==> src/rtl/tt_sweep_pkg.sv <==
// tt_sweep_pkg: shared types and sizing constants for the truth-table sweeper.
//   state_e : sweep controller states (IDLE, SETTLE, SAMPLE, DONE)
//   N_VARS  : number of inputs of the logic under test
//   N_ROWS  : number of truth-table rows (2**N_VARS)
//   IDX_W   : row index width
//   CNT_W   : settle counter width (covers SETTLE_CYCLES-1 up to 14)
//   MCNT_W  : mismatch counter width (covers 0..N_ROWS)
package tt_sweep_pkg;

  localparam int N_VARS = 4;
  localparam int N_ROWS = 16;
  localparam int IDX_W  = 4;
  localparam int CNT_W  = 4;
  localparam int MCNT_W = 5;

  typedef enum logic [1:0] {
    IDLE   = 2'd0,
    SETTLE = 2'd1,
    SAMPLE = 2'd2,
    DONE   = 2'd3
  } state_e;

endpackage

==> src/rtl/tt_settle_timer.sv <==
// tt_settle_timer: loadable down-counter that holds each row stable before sampling.
//   clk      : clock, rising edge
//   rst      : synchronous active-high reset, clears the count
//   load     : load load_val on the next edge (takes precedence over counting)
//   load_val : value to load
//   zero     : high while the count is zero
module tt_settle_timer
  import tt_sweep_pkg::*;
(
  input  logic             clk,
  input  logic             rst,
  input  logic             load,
  input  logic [CNT_W-1:0] load_val,
  output logic             zero
);

  logic [CNT_W-1:0] cnt_q;
  logic [CNT_W-1:0] cnt_d;

  always_comb begin
    cnt_d = cnt_q;
    if (load) begin
      cnt_d = load_val;
    end else if (cnt_q != '0) begin
      cnt_d = cnt_q - 1'b1;
    end
  end

  always_ff @(posedge clk) begin
    if (rst) begin
      cnt_q <= '0;
    end else begin
      cnt_q <= cnt_d;
    end
  end

  assign zero = (cnt_q == '0);

endmodule

==> src/rtl/truth_table_sweeper.sv <==
// truth_table_sweeper: walks a 4-input logic block through all 16 rows, holds each
// row for SETTLE_CYCLES cycles, then captures the minterm- and maxterm-form outputs.
//   clk, rst        : clock and synchronous active-high reset
//   start           : sweep request, honoured only when idle
//   a, b, c, d      : row index driven to the logic under test (a = MSB)
//   s_min, s_max    : outputs of the logic under test
//   busy, done      : sweep in progress / one-cycle end-of-sweep pulse
//   min_vec,max_vec : captured truth tables, bit k = row k
//   mismatch        : sticky, some row had s_min != s_max
//   mismatch_cnt    : number of mismatching rows
// Build option: define TT_SWEEP_MISMATCH_CNT_EN to make mismatch_cnt a live
// counter; otherwise it is tied to zero and no counter is built.
module truth_table_sweeper
  import tt_sweep_pkg::*;
#(
  parameter int SETTLE_CYCLES = 1
) (
  input  logic              clk,
  input  logic              rst,
  input  logic              start,
  output logic              a,
  output logic              b,
  output logic              c,
  output logic              d,
  input  logic              s_min,
  input  logic              s_max,
  output logic              busy,
  output logic              done,
  output logic [N_ROWS-1:0] min_vec,
  output logic [N_ROWS-1:0] max_vec,
  output logic              mismatch,
  output logic [MCNT_W-1:0] mismatch_cnt
);

  state_e            state_q, state_d;
  logic [IDX_W-1:0]  idx_q, idx_d;
  logic [N_ROWS-1:0] min_q, min_d;
  logic [N_ROWS-1:0] max_q, max_d;
  logic              mis_q, mis_d;
  logic              tmr_load;
  logic              tmr_zero;
  logic              diff;

`ifdef TT_SWEEP_MISMATCH_CNT_EN
  logic [MCNT_W-1:0] mcnt_q, mcnt_d;
`endif

  tt_settle_timer u_timer (
    .clk      (clk),
    .rst      (rst),
    .load     (tmr_load),
    .load_val (CNT_W'(SETTLE_CYCLES - 1)),
    .zero     (tmr_zero)
  );

  assign diff = s_min ^ s_max;

  always_comb begin
    state_d  = state_q;
    idx_d    = idx_q;
    min_d    = min_q;
    max_d    = max_q;
    mis_d    = mis_q;
    tmr_load = 1'b0;
`ifdef TT_SWEEP_MISMATCH_CNT_EN
    mcnt_d   = mcnt_q;
`endif
    case (state_q)
      IDLE: begin
        if (start) begin
          state_d  = SETTLE;
          idx_d    = '0;
          tmr_load = 1'b1;
          min_d    = '0;
          max_d    = '0;
          mis_d    = 1'b0;
`ifdef TT_SWEEP_MISMATCH_CNT_EN
          mcnt_d   = '0;
`endif
        end
      end
      SETTLE: begin
        if (tmr_zero) state_d = SAMPLE;
      end
      SAMPLE: begin
        min_d[idx_q] = s_min;
        max_d[idx_q] = s_max;
        mis_d        = mis_q | diff;
`ifdef TT_SWEEP_MISMATCH_CNT_EN
        mcnt_d       = mcnt_q + MCNT_W'(diff);
`endif
        // The last row leaves the index at 15; the wrap to 0 happens in DONE.
        if (idx_q == IDX_W'(N_ROWS - 1)) begin
          state_d = DONE;
        end else begin
          idx_d    = idx_q + 1'b1;
          tmr_load = 1'b1;
          state_d  = SETTLE;
        end
      end
      DONE: begin
        idx_d   = '0;
        state_d = IDLE;
      end
      default: state_d = IDLE;
    endcase
  end

  always_ff @(posedge clk) begin
    if (rst) begin
      state_q <= IDLE;
      idx_q   <= '0;
      min_q   <= '0;
      max_q   <= '0;
      mis_q   <= 1'b0;
`ifdef TT_SWEEP_MISMATCH_CNT_EN
      mcnt_q  <= '0;
`endif
    end else begin
      state_q <= state_d;
      idx_q   <= idx_d;
      min_q   <= min_d;
      max_q   <= max_d;
      mis_q   <= mis_d;
`ifdef TT_SWEEP_MISMATCH_CNT_EN
      mcnt_q  <= mcnt_d;
`endif
    end
  end

  assign {a, b, c, d} = idx_q;
  assign busy         = (state_q == SETTLE) || (state_q == SAMPLE);
  assign done         = (state_q == DONE);
  assign min_vec      = min_q;
  assign max_vec      = max_q;
  assign mismatch     = mis_q;
`ifdef TT_SWEEP_MISMATCH_CNT_EN
  assign mismatch_cnt = mcnt_q;
`else
  assign mismatch_cnt = '0;
`endif

endmodule
==> config.mk <==
export PLATFORM = sky130hd
export DESIGN_NAME = truth_table_sweeper
export DESIGN_NICKNAME = d
export VERILOG_FILES = /design/src/rtl/tt_sweep_pkg.sv /design/src/rtl/tt_settle_timer.sv /design/src/rtl/truth_table_sweeper.sv
export SDC_FILE = /design/constraint.sdc
export NUM_CORES = 1
export LEC_CHECK = 0
export ABC_CLOCK_PERIOD_IN_PS = 2000
export CORE_MARGIN = 5
export CORE_UTILIZATION = 49
export CTS_CLUSTER_DIAMETER = 50
export DETAILED_ROUTE_END_ITERATION = 12
export PLACE_DENSITY = 0.82
export SYNTH_ARGS = -nofsm -noshare
export SYNTH_HDL_FRONTEND = slang
export SYNTH_HIERARCHICAL = 1
export SYNTH_SLANG_ARGS = --single-unit
export TNS_END_PERCENT = 30
==> constraint.sdc <==
create_clock -name clk -period 2 [get_ports clk]
set_input_delay 0.2 -clock clk [delete_from_list [all_inputs] [get_ports clk]]
set_output_delay 0.2 -clock clk [all_outputs]
set_load 0.01 [all_outputs]
* After elaboration in Yosys (flattened, before gate mapping) *
Cells that the tools add are included.
W data, S select, Z words.

word-level totals
  word-level logic and storage cells = 49
  output and inout port bits = 44
  bits in registers = 43
  input port bits = 5

operators by class
  bitwise logic cells = 2
  add/subtract/negate cells = 2
  reductions and logical operators = 11
  $lt $le $gt $ge = 2
  muxes and demuxes = 19
  eq/ne operators = 7

operator list
  cell                   number
  $pmux W16 S2           2
  $bwmux W16             2
  $mux W16               1
  $pmux W4 S3            1
  $mux W4                2
  $pmux W2 S4            1
  $mux W2                3
  $ne A2 B2 Y1 const B   3
  $lt A4 B5 Y1 const B   1
  $add A4 B1 Y4 const B  1
  $demux W1 S4           1
  $eq A2 B2 Y1 const B   2
  $eq A4 B4 Y1 const B   1
  $ge A4 B1 Y1 const B   1
  $logic_not A4 Y1       1
  $mux W1                4
  $pmux W1 S2            2
  $reduce_and A2 Y1      2
  $reduce_bool A4 Y1     1
  $sub A4 B1 Y4 const B  1
  $reduce_and A3 Y1      1
  $reduce_bool A3 Y1     1
  $eq A2 B1 Y1 const B   1
  $logic_not A2 Y1       1
  other kinds (6)        6

* Depth between registers and ports, before layout *
Gate-level depths: netlist (run 1).

  depth after elaboration = 6
  depth in mapped cells = 7
  mapped depth without buffers = 6

* Hierarchy *
The synthesis (run 1) kept the hierarchy.

modules (own cells, without submodules)
  module               cells an instance  area each (µm²)  instances  sequential area each (µm²)
  truth_table_sweeper  216                1,916.8          1          780.7
  tt_settle_timer      24                 229.0            1          80.1

* Least setup slack after synthesis (run 1) *
Ideal clock, no wire load.

  path type = flip-flop to flip-flop
  start point = reg idx_q[1]
  end point = reg u_timer.cnt_q[3]
  period minus slack after synthesis = 1.755 ns
  library setup time = 0.092 ns
  path buffers = 1
  required time = 1.908 ns
  cell stages (with the launch flop) = 8
  slack = 0.245 ns
  arrival = 1.663 ns
  cell sequence = dfxtp_1 ha_1 buf_2 nand3_1 a31oi_1 nor2_1 or2_2 o32ai_1

between the ends
  word-level cells in the longest chain between the ends = 4

ends and longest elaborated chain
  item                        RTL line                    text
  start, declared             truth_table_sweeper.sv:36   logic [IDX_W-1:0] idx_q, idx_d;
  start signal, assigned      truth_table_sweeper.sv:121  idx_q <= idx_d;
  $eq A4 B4 Y1                truth_table_sweeper.sv:93   if (idx_q == IDX_W'(N_ROWS - 1)) begin
  $mux W1                     truth_table_sweeper.sv:93
  $pmux W1 S2                 truth_table_sweeper.sv:68   case (state_q)
  net tmr_load                truth_table_sweeper.sv:40   logic tmr_load;
  $reduce_or A2 Y1 (no line)  --
  end signal, assigned        tt_settle_timer.sv:33       cnt_q <= cnt_d;
  end, declared               tt_settle_timer.sv:17       logic [CNT_W-1:0] cnt_q;

The timed path passes the listed nets, and every way through them passes these cells.
A chain may end at the register's enable or synchronous reset.

* Worst setup path after layout (run 1) *
  start point = reg state_q[1]
  end point = out busy

between the ends
  word-level cells in the longest chain between the ends = 2
  elaborated cells between the ends (all ways) = 3
  classes of those cells = eq/ne: 2; reduce/logical: 1

ends and longest elaborated chain
  item                                          RTL line                    text
  start, declared                               truth_table_sweeper.sv:35   state_e state_q, state_d;
  start signal, assigned                        truth_table_sweeper.sv:120  state_q <= state_d;
  $eq A2 B1 Y1 or $eq A2 B2 Y1 (tied branches)  truth_table_sweeper.sv:132  assign busy = (state_q == SETTLE) || (state_q == SAMPLE);
  $logic_or A1 B1 Y1 *                          truth_table_sweeper.sv:132
  end, declared                                 truth_table_sweeper.sv:27   output logic busy,

Mark *: on every way between the ends. The rest lies on a longest branch, timed or not.

==> results.tsv, run 1 <==
stage	metric	value	unit
run_status	outcome	finished, final reports clean	
global_route	vias in the first global route	1855	
timing	final setup TNS	0	ns
global_route	antenna violations before repair	0	
clock_network	clk_lat worst skew	0.29	ns
global_route	first-pass GRT wire length	8.562	mm
synthesis	number of synthesized flops with an enable pin	0	
critical_path	CP max stage delay	0.53	ns
global_route	total gr overflow	0	
global_route	largest net degree at the start of global routing	24	
timing	Least-Margin Pin Slew	0.6221	ns
die	Die Y-Extent	76.18	µm
clock_network	cells resized by post-CTS repair	0	
synthesis	distinct cell type count after synthesis	47	
detailed_routing	met2 WL	2.568	mm
timing	Clock Skews	0.004793	ns
timing	Slew headroom	58.34	%
die	Initial Util	49.97	%
clock_network	Post-CTS Setup Inserts	0	
clock_network	hold buffers post-CTS	0	
place	routability congestion estimate	0.8104	
pwr	Leakage	0.9082	nW
global_route	Total GRT Usage	17.61	%
job	Max-Cap Viols	0	
min_path	Min-Delay Startpoint	max_vec[13]	
final_layout	Nets	305	
detailed_routing	met1 wire length	2.073	mm
timing	setup violators final	0	
place	DP Wirelength	3.702	mm
die	I/O pins	49	
clock_network	Num CTS Buffers	5	
final_layout	share of cells above drive strength 1	10.00	%
place	dpl ws	0.02162	ns
final_layout	Area Growth Syn to Fin	26.12	%
timing	PnR worst setup slack	0.1484	ns
final_layout	most frequent cells in the layout	dfxtp_1, clkdlybuf4s50_1, inv_1	
detailed_routing	uppermost layer routed	met4	
synthesis	flops & latches, synth	43	
synthesis	Post-synth top flop	dfxtp_1	
synthesis	Avg Cell Area, Syn	8.941	µm²
final_layout	Final Non-Filler Cells	342	
synthesis	warnings from Yosys	6	
timing	fin. max-slew vios	0	
clock_network	clk slew on worst S/H paths	0.08	ns
timing	fmax	0.5401	GHz
detailed_routing	1st-iter DRT viols	167	
detailed_routing	# DRC	0	
detailed_routing	First-pass DRT Iterations	4	
critical_path	crit end category	primary output	
place	Post-Place Cells	334	
detailed_routing	drt wl/cell	14.78	µm
synthesis	synthesized area	2146	µm²
detailed_routing	wirelength, routed	5.055	mm
timing	Final Hold Fails	0	
critical_path	WS Path Type	reg2out	
critical_path	critical path startpoint	state_q[1]	
die	die extent in x	76.18	µm
clock_network	CTS tree	done	
timing	Tcrit/Tclk final	92.58	%
die	die area	5803	µm²
critical_path	worst-path fanout max	6	
pwr	maximum vdd drop	750.8	µV
clock_network	clk root buf	clkbuf_8	
timing	RSZ-0062 raised after global routing	no	
synthesis	sequential cell area fraction in the yosys report	40.12	%
pwr	Cell Pwr Density	879.5	nW/µm²
place	PortBufs	43	
detailed_routing	WL met3	345	µm
die	Row Count	24	
timing	clock period minus worst slack	1.852	ns
critical_path	Cell Chain, Critical Path	inv_1 > ha_1 > clkdlybuf4s50_1	
critical_path	CP Data Required Time	1.80	ns
detailed_routing	Routed Antenna Nets	0	
critical_path	CP max-delay cell	clkdlybuf4s50_1	
critical_path	Critical Path Start Type	register	
clock_network	H-tree depth	2	
critical_path	crit path DAT	1.65	ns
critical_path	RR Startpoint	state_q[1]	
detailed_routing	routed vias	1902	
synthesis	ys async rst share	0	%
detailed_routing	drt via density	5.561	
clock_network	clock sink count	43	
min_path	Hold Crit Class	reg2reg	
synthesis	post-synthesis instance total	240	
final_layout	ANT cells	0	
clock_network	clk buf depth	2	
die	Core ar.	4294	µm²
## worst paths after layout
path / endpoint / slack, ns / cells after the start
worst min register to register: max_vec[13] / 0.45 / 2
worst max-delay path: busy / 0.15 / 3
worst min-delay path: max_vec[13] / 0.45 / 2
worst max register to register: state_q[0] / 0.19 / 5
## routing by layer
metal | GRT usage (%) | vias to the layer above
met1 | 21.48 | 889
met2 | 29.88 | 62
met4 | 6.119 | 0
met5 | 0 | -
met3 | 4.492 | 9
li1 | - | 942
## registers in the layout, indices dropped and copies added, names as in the netlist
name           count
mismatch           1
state_q            2
u_timer/cnt_q      4
idx_q              4
min_vec           16
max_vec           16
## final cells by class
class                   instances  area [µm²]
clock buffers                   7       76.32
clock inverters                 1       5.005
fillers                       396        1588
inverters                      41       153.9
multi-input cells             148        1062
flip-flops and latches         43       860.8
well taps                      52       65.06
repair buffers                 50       483.0
## per-stage QoR
| stage | power, mW | area (µm²) | hold WS (ns) | utilization [%] |
|---|---|---|---|---|
| 4_1_cts | 2.379 | 2701 | 0.4558 | 62.91 |
| 2_1_floorplan | 1.684 | 2176 | 0.2793 | - |
| 5_1_grt | 2.552 | 2706 | 0.4750 | 63.02 |
| 3_5_place_dp | 1.854 | 2620 | 0.4435 | 61.01 |
| 6_report | 2.380 | 2706 | 0.4529 | 63.02 |
| 3_3_place_gp | 1.827 | 2620 | 0.4414 | 61.01 |
## cells by family after synthesis
family / share of synthesized area [%]
compound gates: 20.35
xor+xnor: 1.225
fa+ha+maj: 6.414
buf+inv: 12.01
flops: 40.12
mux: 1.632
other cells: 0.1748
simple gates: 18.08
## worst max-delay path: cells and delay by family (launching register included)
| family | cells | cell delay [ns] |
|---|---|---|
| fa+ha+maj | 1 | 0.28 |
| flops | 1 | 0.44 |
| buf+inv | 2 | 0.64 |
## Yosys cell counts, types with 3 or more instances
| cell | n | area, µm² |
|---|---|---|
| nand3_1 | 5 | 25.02 |
| a22oi_1 | 15 | 112.6 |
| ha_1 | 11 | 137.6 |
| o32ai_1 | 5 | 43.79 |
| nand3b_1 | 8 | 60.06 |
| a21oi_1 | 3 | 15.01 |
| nand2_1 | 13 | 48.80 |
| inv_1 | 40 | 150.1 |
| or3b_1 | 3 | 26.28 |
| nor2_1 | 3 | 11.26 |
| nor2b_1 | 4 | 25.02 |
| buf_2 | 5 | 25.02 |
| buf_4 | 8 | 60.06 |
| nor3_1 | 3 | 15.01 |
| dfxtp_1 | 43 | 860.8 |
| o22ai_1 | 32 | 200.2 |
## where the power goes
group,total [mW],switching [mW],internal (mW)
Combinational,0.877,0.479,0.398
Clock,0.530,0.285,0.245
Sequential,0.973,0.0589,0.915
Total,2.38,0.823,1.56
Power figures use the tool's default switching activity.
==> run 2, diff against run 1 <==
--- a/config.mk
+++ b/config.mk
@@ -6,7 +6,7 @@
 export NUM_CORES = 1
 export LEC_CHECK = 0
 export ABC_CLOCK_PERIOD_IN_PS = 2000
-export CORE_MARGIN = 5
+export CORE_MARGIN = 2
 export CORE_UTILIZATION = 49
 export CTS_CLUSTER_DIAMETER = 50
 export DETAILED_ROUTE_END_ITERATION = 12
==> run 2 against run 1 <==
Cell count shrank 0.29%. Cell area fell by 0.14%. Sequential share of layout area grew 0.091 points. Sequential power is essentially flat. Clock power increased by 2%. Count of clock-buffer cells in the layout unchanged. Maximum frequency shrank 1.2%. Critical path depth did not move.
==> results.tsv, run 2 (same netlist as run 1, synthesis figures left out) <==
stage	metric	value	unit
clock_network	Post-CTS Setup Inserts	0	
critical_path	Critical Path Start Type	register	
place	DP Wirelength	3.545	mm
final_layout	ANT cells	0	
job	Max-Cap Viols	0	
critical_path	WS Path Type	reg2out	
final_layout	Nets	304	
final_layout	Final Non-Filler Cells	341	
detailed_routing	Routed Antenna Nets	0	
detailed_routing	drt wl/cell	14.18	µm
timing	setup violators final	0	
detailed_routing	met2 WL	2.383	mm
timing	Slew headroom	60.07	%
clock_network	clock sink count	43	
die	Die Y-Extent	70.18	µm
final_layout	Multi-input gate area	1065	µm²
die	Core ar.	4294	µm²
timing	fin. max-slew vios	0	
pwr	Pwr Total	2.388	mW
timing	Clock Skews	0.007696	ns
timing	final setup TNS	0	ns
die	die area	4925	µm²
timing	RSZ-0062 raised after global routing	no	
place	routability congestion estimate	0.8083	
place	Post-Place Cells	333	
clock_network	clk root buf	clkbuf_8	
final_layout	Register Area	862.1	µm²
detailed_routing	uppermost layer routed	met4	
clock_network	hold buffers post-CTS	0	
global_route	Total GRT Usage	20.54	%
clock_network	clk slew on worst S/H paths	0.08	ns
pwr	maximum vdd drop	659.7	µV
global_route	vias in the first global route	1721	
critical_path	Crit path buffers/inverters	2	
global_route	largest net degree at the start of global routing	22	
pwr	Leakage	0.9038	nW
clock_network	clk_lat worst skew	0.30	ns
timing	clock period minus worst slack	1.873	ns
detailed_routing	routed vias	1853	
detailed_routing	met1 wire length	2.150	mm
global_route	antenna violations before repair	0	
global_route	first-pass GRT wire length	8.107	mm
die	I/O pins	49	
global_route	total gr overflow	0	
die	Row Count	24	
place	PortBufs	43	
final_layout	most frequent cells in the layout	clkdlybuf4s50_1, dfxtp_1, inv_1	
die	Initial Util	49.97	%
timing	Least-Margin Pin Slew	0.5963	ns
detailed_routing	WL met3	245	µm
critical_path	crit path DAT	1.67	ns
clock_network	CTS tree	done	
final_layout	final core occ	62.94	%
critical_path	worst-path fanout max	6	
final_layout	Area Growth Syn to Fin	25.95	%
clock_network	cells resized by post-CTS repair	0	
detailed_routing	wirelength, routed	4.836	mm
detailed_routing	1st-iter DRT viols	188	
detailed_routing	First-pass DRT Iterations	4	
clock_network	Num CTS Buffers	5	
final_layout	number of fill cells	389	
critical_path	crit end category	primary output	
die	die extent in x	70.18	µm
timing	worst hold margin	0.4549	ns
final_layout	most common cell after layout, fill and taps aside	clkdlybuf4s50_1	
final_layout	share of cells above drive strength 1	10.03	%
clock_network	H-tree depth	2	
timing	Final Hold Fails	0	
pwr	Cell Pwr Density	883.6	nW/µm²
detailed_routing	drt via density	5.434	
min_path	Hold Crit Class	reg2reg	
critical_path	CP Data Required Time	1.80	ns
critical_path	CP max stage delay	0.53	ns
timing	Tcrit/Tclk final	93.66	%
clock_network	clk buf depth	2	
run_status	outcome	finished, final reports clean	
critical_path	kind of cell adding the most delay to the critical path	buffers and inverters	
critical_path	CP max-delay cell	clkdlybuf4s50_1	
timing	fmax	0.5338	GHz
critical_path	Cell Chain, Critical Path	inv_1 > ha_1 > clkdlybuf4s50_1	
detailed_routing	# DRC	0	
==> run 2: cell count changes in the layout (fill, tap and decap cells not counted) <==
cell      before  now
dfxtp_2        0    1
nand3_1        5    4
dfxtp_1       43   42
buf_4          7    6
nand2b_2       1    0
nand2b_1       0    1
nand3_2        1    2
==> run 2: path summary, 6_finish.rpt <==
| kind | start | endpoint | slack (ns) | cells after the start |
|---|---|---|---|---|
| setup / recovery | state_q[1] | busy | 0.13 | 3 |
| hold / removal | min_vec[1] | min_vec[1] | 0.45 | 2 |
| setup reg to reg | state_q[1] | u_timer/cnt_q[3] | 0.18 | 6 |
| hold reg to reg | min_vec[1] | min_vec[1] | 0.45 | 2 |
==> run 2: worst register-to-register path, stage by stage (launching register included) <==
cell and delay, ns:
dfxtp_1 0.45, inv_1 0.11, ha_1 0.27, a31oi_1 0.16
nor2_1 0.12, or2_2 0.34, o32ai_1 0.27
==> run 2: layout make-up <==
cell class,instances,share of cell area [%]
tap,52,2.407
inverter,41,5.694
multi-input combinational,148,39.40
sequential,43,31.90
timing repair buffer,49,17.59
clock buffer,7,2.824
clock inverter,1,0.1852
==> run 2: routing by layer <==
layer / vias up / GRT usage, %
met5: - / 0
met3: 6 / 4.762
met1: 866 / 26.33
met2: 46 / 33.76
met4: 0 / 7.479
li1: 935 / -
==> run 2: metrics by stage <==
step,worst slack [ns],instance area [µm²]
after floorplan,0.2449,2176
after global placement,0.1902,2613
after detailed placement,0.1423,2613
after CTS,0.1133,2694
after global routing,0.02813,2703
final,0.1268,2703
==> run 2: where the power goes <==
group	switching (mW)	internal, mW	leakage, nW
sequential	0.0597	0.915	0.348
clock	0.295	0.245	0.0422
combinational	0.478	0.395	0.513
total	0.833	1.56	0.904
==> run 3, diff against run 2 <==
--- a/config.mk
+++ b/config.mk
@@ -7,10 +7,10 @@
 export LEC_CHECK = 0
 export ABC_CLOCK_PERIOD_IN_PS = 2000
 export CORE_MARGIN = 2
-export CORE_UTILIZATION = 49
+export CORE_UTILIZATION = 50
 export CTS_CLUSTER_DIAMETER = 50
 export DETAILED_ROUTE_END_ITERATION = 12
-export PLACE_DENSITY = 0.82
+export PLACE_DENSITY = 0.84
 export SYNTH_ARGS = -nofsm -noshare
 export SYNTH_HDL_FRONTEND = slang
 export SYNTH_HIERARCHICAL = 1
==> run 3 against run 2 <==
Register-to-register slack about the same. Flip-flop and latch count unchanged. Global-route usage up 0.49 points. Count of clock-buffer cells in the layout up 1. Total power up 3.2%. Die area down 1.9%. Combinational power up 2.7%. Wire length up 0.81%.
==> results.tsv, run 3 (same netlist as run 1, synthesis figures left out) <==
stage	metric	value	unit
critical_path	RR Startpoint	state_q[1]	
timing	PnR worst setup slack	0.1653	ns
clock_network	H-tree depth	2	
min_path	Hold Crit Class	reg2reg	
timing	setup violators final	0	
timing	fmax	0.5450	GHz
global_route	total gr overflow	0	
detailed_routing	WL met3	271	µm
global_route	first-pass GRT wire length	8.197	mm
critical_path	CP Data Required Time	1.80	ns
global_route	Total GRT Usage	21.03	%
place	DP Wirelength	3.601	mm
final_layout	number of fill cells	350	
place	PortBufs	43	
detailed_routing	# DRC	0	
die	die area	4832	µm²
clock_network	clk root buf	clkbuf_8	
clock_network	Num CTS Buffers	5	
detailed_routing	uppermost layer routed	met4	
clock_network	clock sink count	43	
min_path	Min-Delay Startpoint	max_vec[12]	
detailed_routing	Routed Antenna Nets	0	
timing	Least-Margin Pin Slew	0.5868	ns
critical_path	Critical Path Start Type	register	
timing	Clock Skews	0.003789	ns
timing	worst hold margin	0.4570	ns
critical_path	cell count along the critical path	3	
critical_path	CP max-delay cell	clkdlybuf4s50_1	
clock_network	CTS tree	done	
final_layout	Register Area	863.3	µm²
die	Die Y-Extent	69.51	µm
clock_network	clk buf depth	2	
critical_path	CP max stage delay	0.52	ns
timing	Tcrit/Tclk final	91.74	%
critical_path	worst-path fanout max	6	
global_route	vias in the first global route	1788	
global_route	largest net degree at the start of global routing	22	
final_layout	Multi-input gate area	1060	µm²
detailed_routing	wirelength, routed	4.875	mm
critical_path	FF-to-FF path depth	5	
final_layout	most frequent cells in the layout	clkdlybuf4s50_1, dfxtp_1, inv_1	
detailed_routing	met1 wire length	2.080	mm
die	I/O pins	49	
die	Core ar.	4058	µm²
timing	final setup TNS	0	ns
die	Initial Util	52.88	%
die	Row Count	23	
pwr	maximum vdd drop	650.2	µV
pwr	Leakage	0.9135	nW
detailed_routing	met2 WL	2.433	mm
final_layout	Nets	304	
clock_network	clk_lat worst skew	0.30	ns
critical_path	Crit path buffers/inverters	2	
pwr	Cell Pwr Density	907.7	nW/µm²
critical_path	kind of cell adding the most delay to the critical path	buffers and inverters	
critical_path	critical path startpoint	state_q[1]	
critical_path	crit path DAT	1.63	ns
place	routability congestion estimate	0.7986	
detailed_routing	1st-iter DRT viols	148	
timing	RSZ-0062 raised after global routing	no	
die	die extent in x	69.51	µm
critical_path	WS Path Type	reg2out	
min_path	WHS Path Cells	2	
timing	Slew headroom	60.71	%
final_layout	final instance area	2715	µm²
final_layout	Area Growth Syn to Fin	26.53	%
final_layout	share of cells above drive strength 1	10.38	%
place	dpl ws	0.2005	ns
timing	Final Hold Fails	0	
final_layout	ANT cells	0	
timing	clock period minus worst slack	1.835	ns
clock_network	clk slew on worst S/H paths	0.07	ns
final_layout	most common cell after layout, fill and taps aside	clkdlybuf4s50_1	
pwr	Pwr Total	2.465	mW
detailed_routing	routed vias	1877	
detailed_routing	First-pass DRT Iterations	5	
place	Post-DP Area	2610	µm²
job	Max-Cap Viols	0	
detailed_routing	drt wl/cell	14.38	µm
critical_path	crit end category	primary output	
timing	fin. max-slew vios	0	
global_route	antenna violations before repair	0	
critical_path	Cell Chain, Critical Path	inv_1 > ha_1 > clkdlybuf4s50_1	
run_status	outcome	finished, final reports clean	
detailed_routing	drt via density	5.537	
-- run 3: cell count changes in the layout (fill, tap and decap cells not counted), sizes merged --
cell	previous run	this run
clkbuf	7	8
clkinv	2	1
-- run 3: path summary, 6_finish.rpt --
check                                   end  slack, ns
worst max-delay path                   busy       0.17
worst max register to register   state_q[0]       0.19
worst min register to register  max_vec[12]       0.46
worst min-delay path            max_vec[12]       0.46
-- run 3: tightest hold or removal path: cells and delay by family, from the launching register on --
kind / cells / cell delay, ns
buf+inv: 1 / 0.05
compound gates: 1 / 0.05
flops: 1 / 0.31
-- run 3: metal layers --
metal / up-vias / global-route usage [%]
met1: 861 / 25.29
met2: 68 / 35.79
li1: 939 / -
met4: 0 / 8.715
met5: - / 0
met3: 9 / 5.087
-- run 3: stage by stage --
step / util (%) / instances
floorplan: - / 248
global placement: 64.32 / 331
detailed placement: 64.32 / 331
CTS: 66.79 / 339
global route: 66.91 / 339
finish: 66.91 / 339
-- run 3: where the power goes --
part	internal (mW)	switching, mW	total (mW)
Sequential	0.915	0.0598	0.975
Clock	0.315	0.277	0.592
Combinational	0.399	0.498	0.897
-- run 3: layout make-up --
cell class	count	area share, %
clock buffer	8	3.687
inverter	41	5.668
multi-input combinational	148	39.03
sequential	43	31.80
tap	50	2.304
timing repair buffer	49	17.51
-- run 3: repair_timing --
action                     4_1_cts  5_1_grt
resized for setup                0        3
hold buffers                     0        0
setup endpoints to repair        0        7
buffers inserted                 0        0
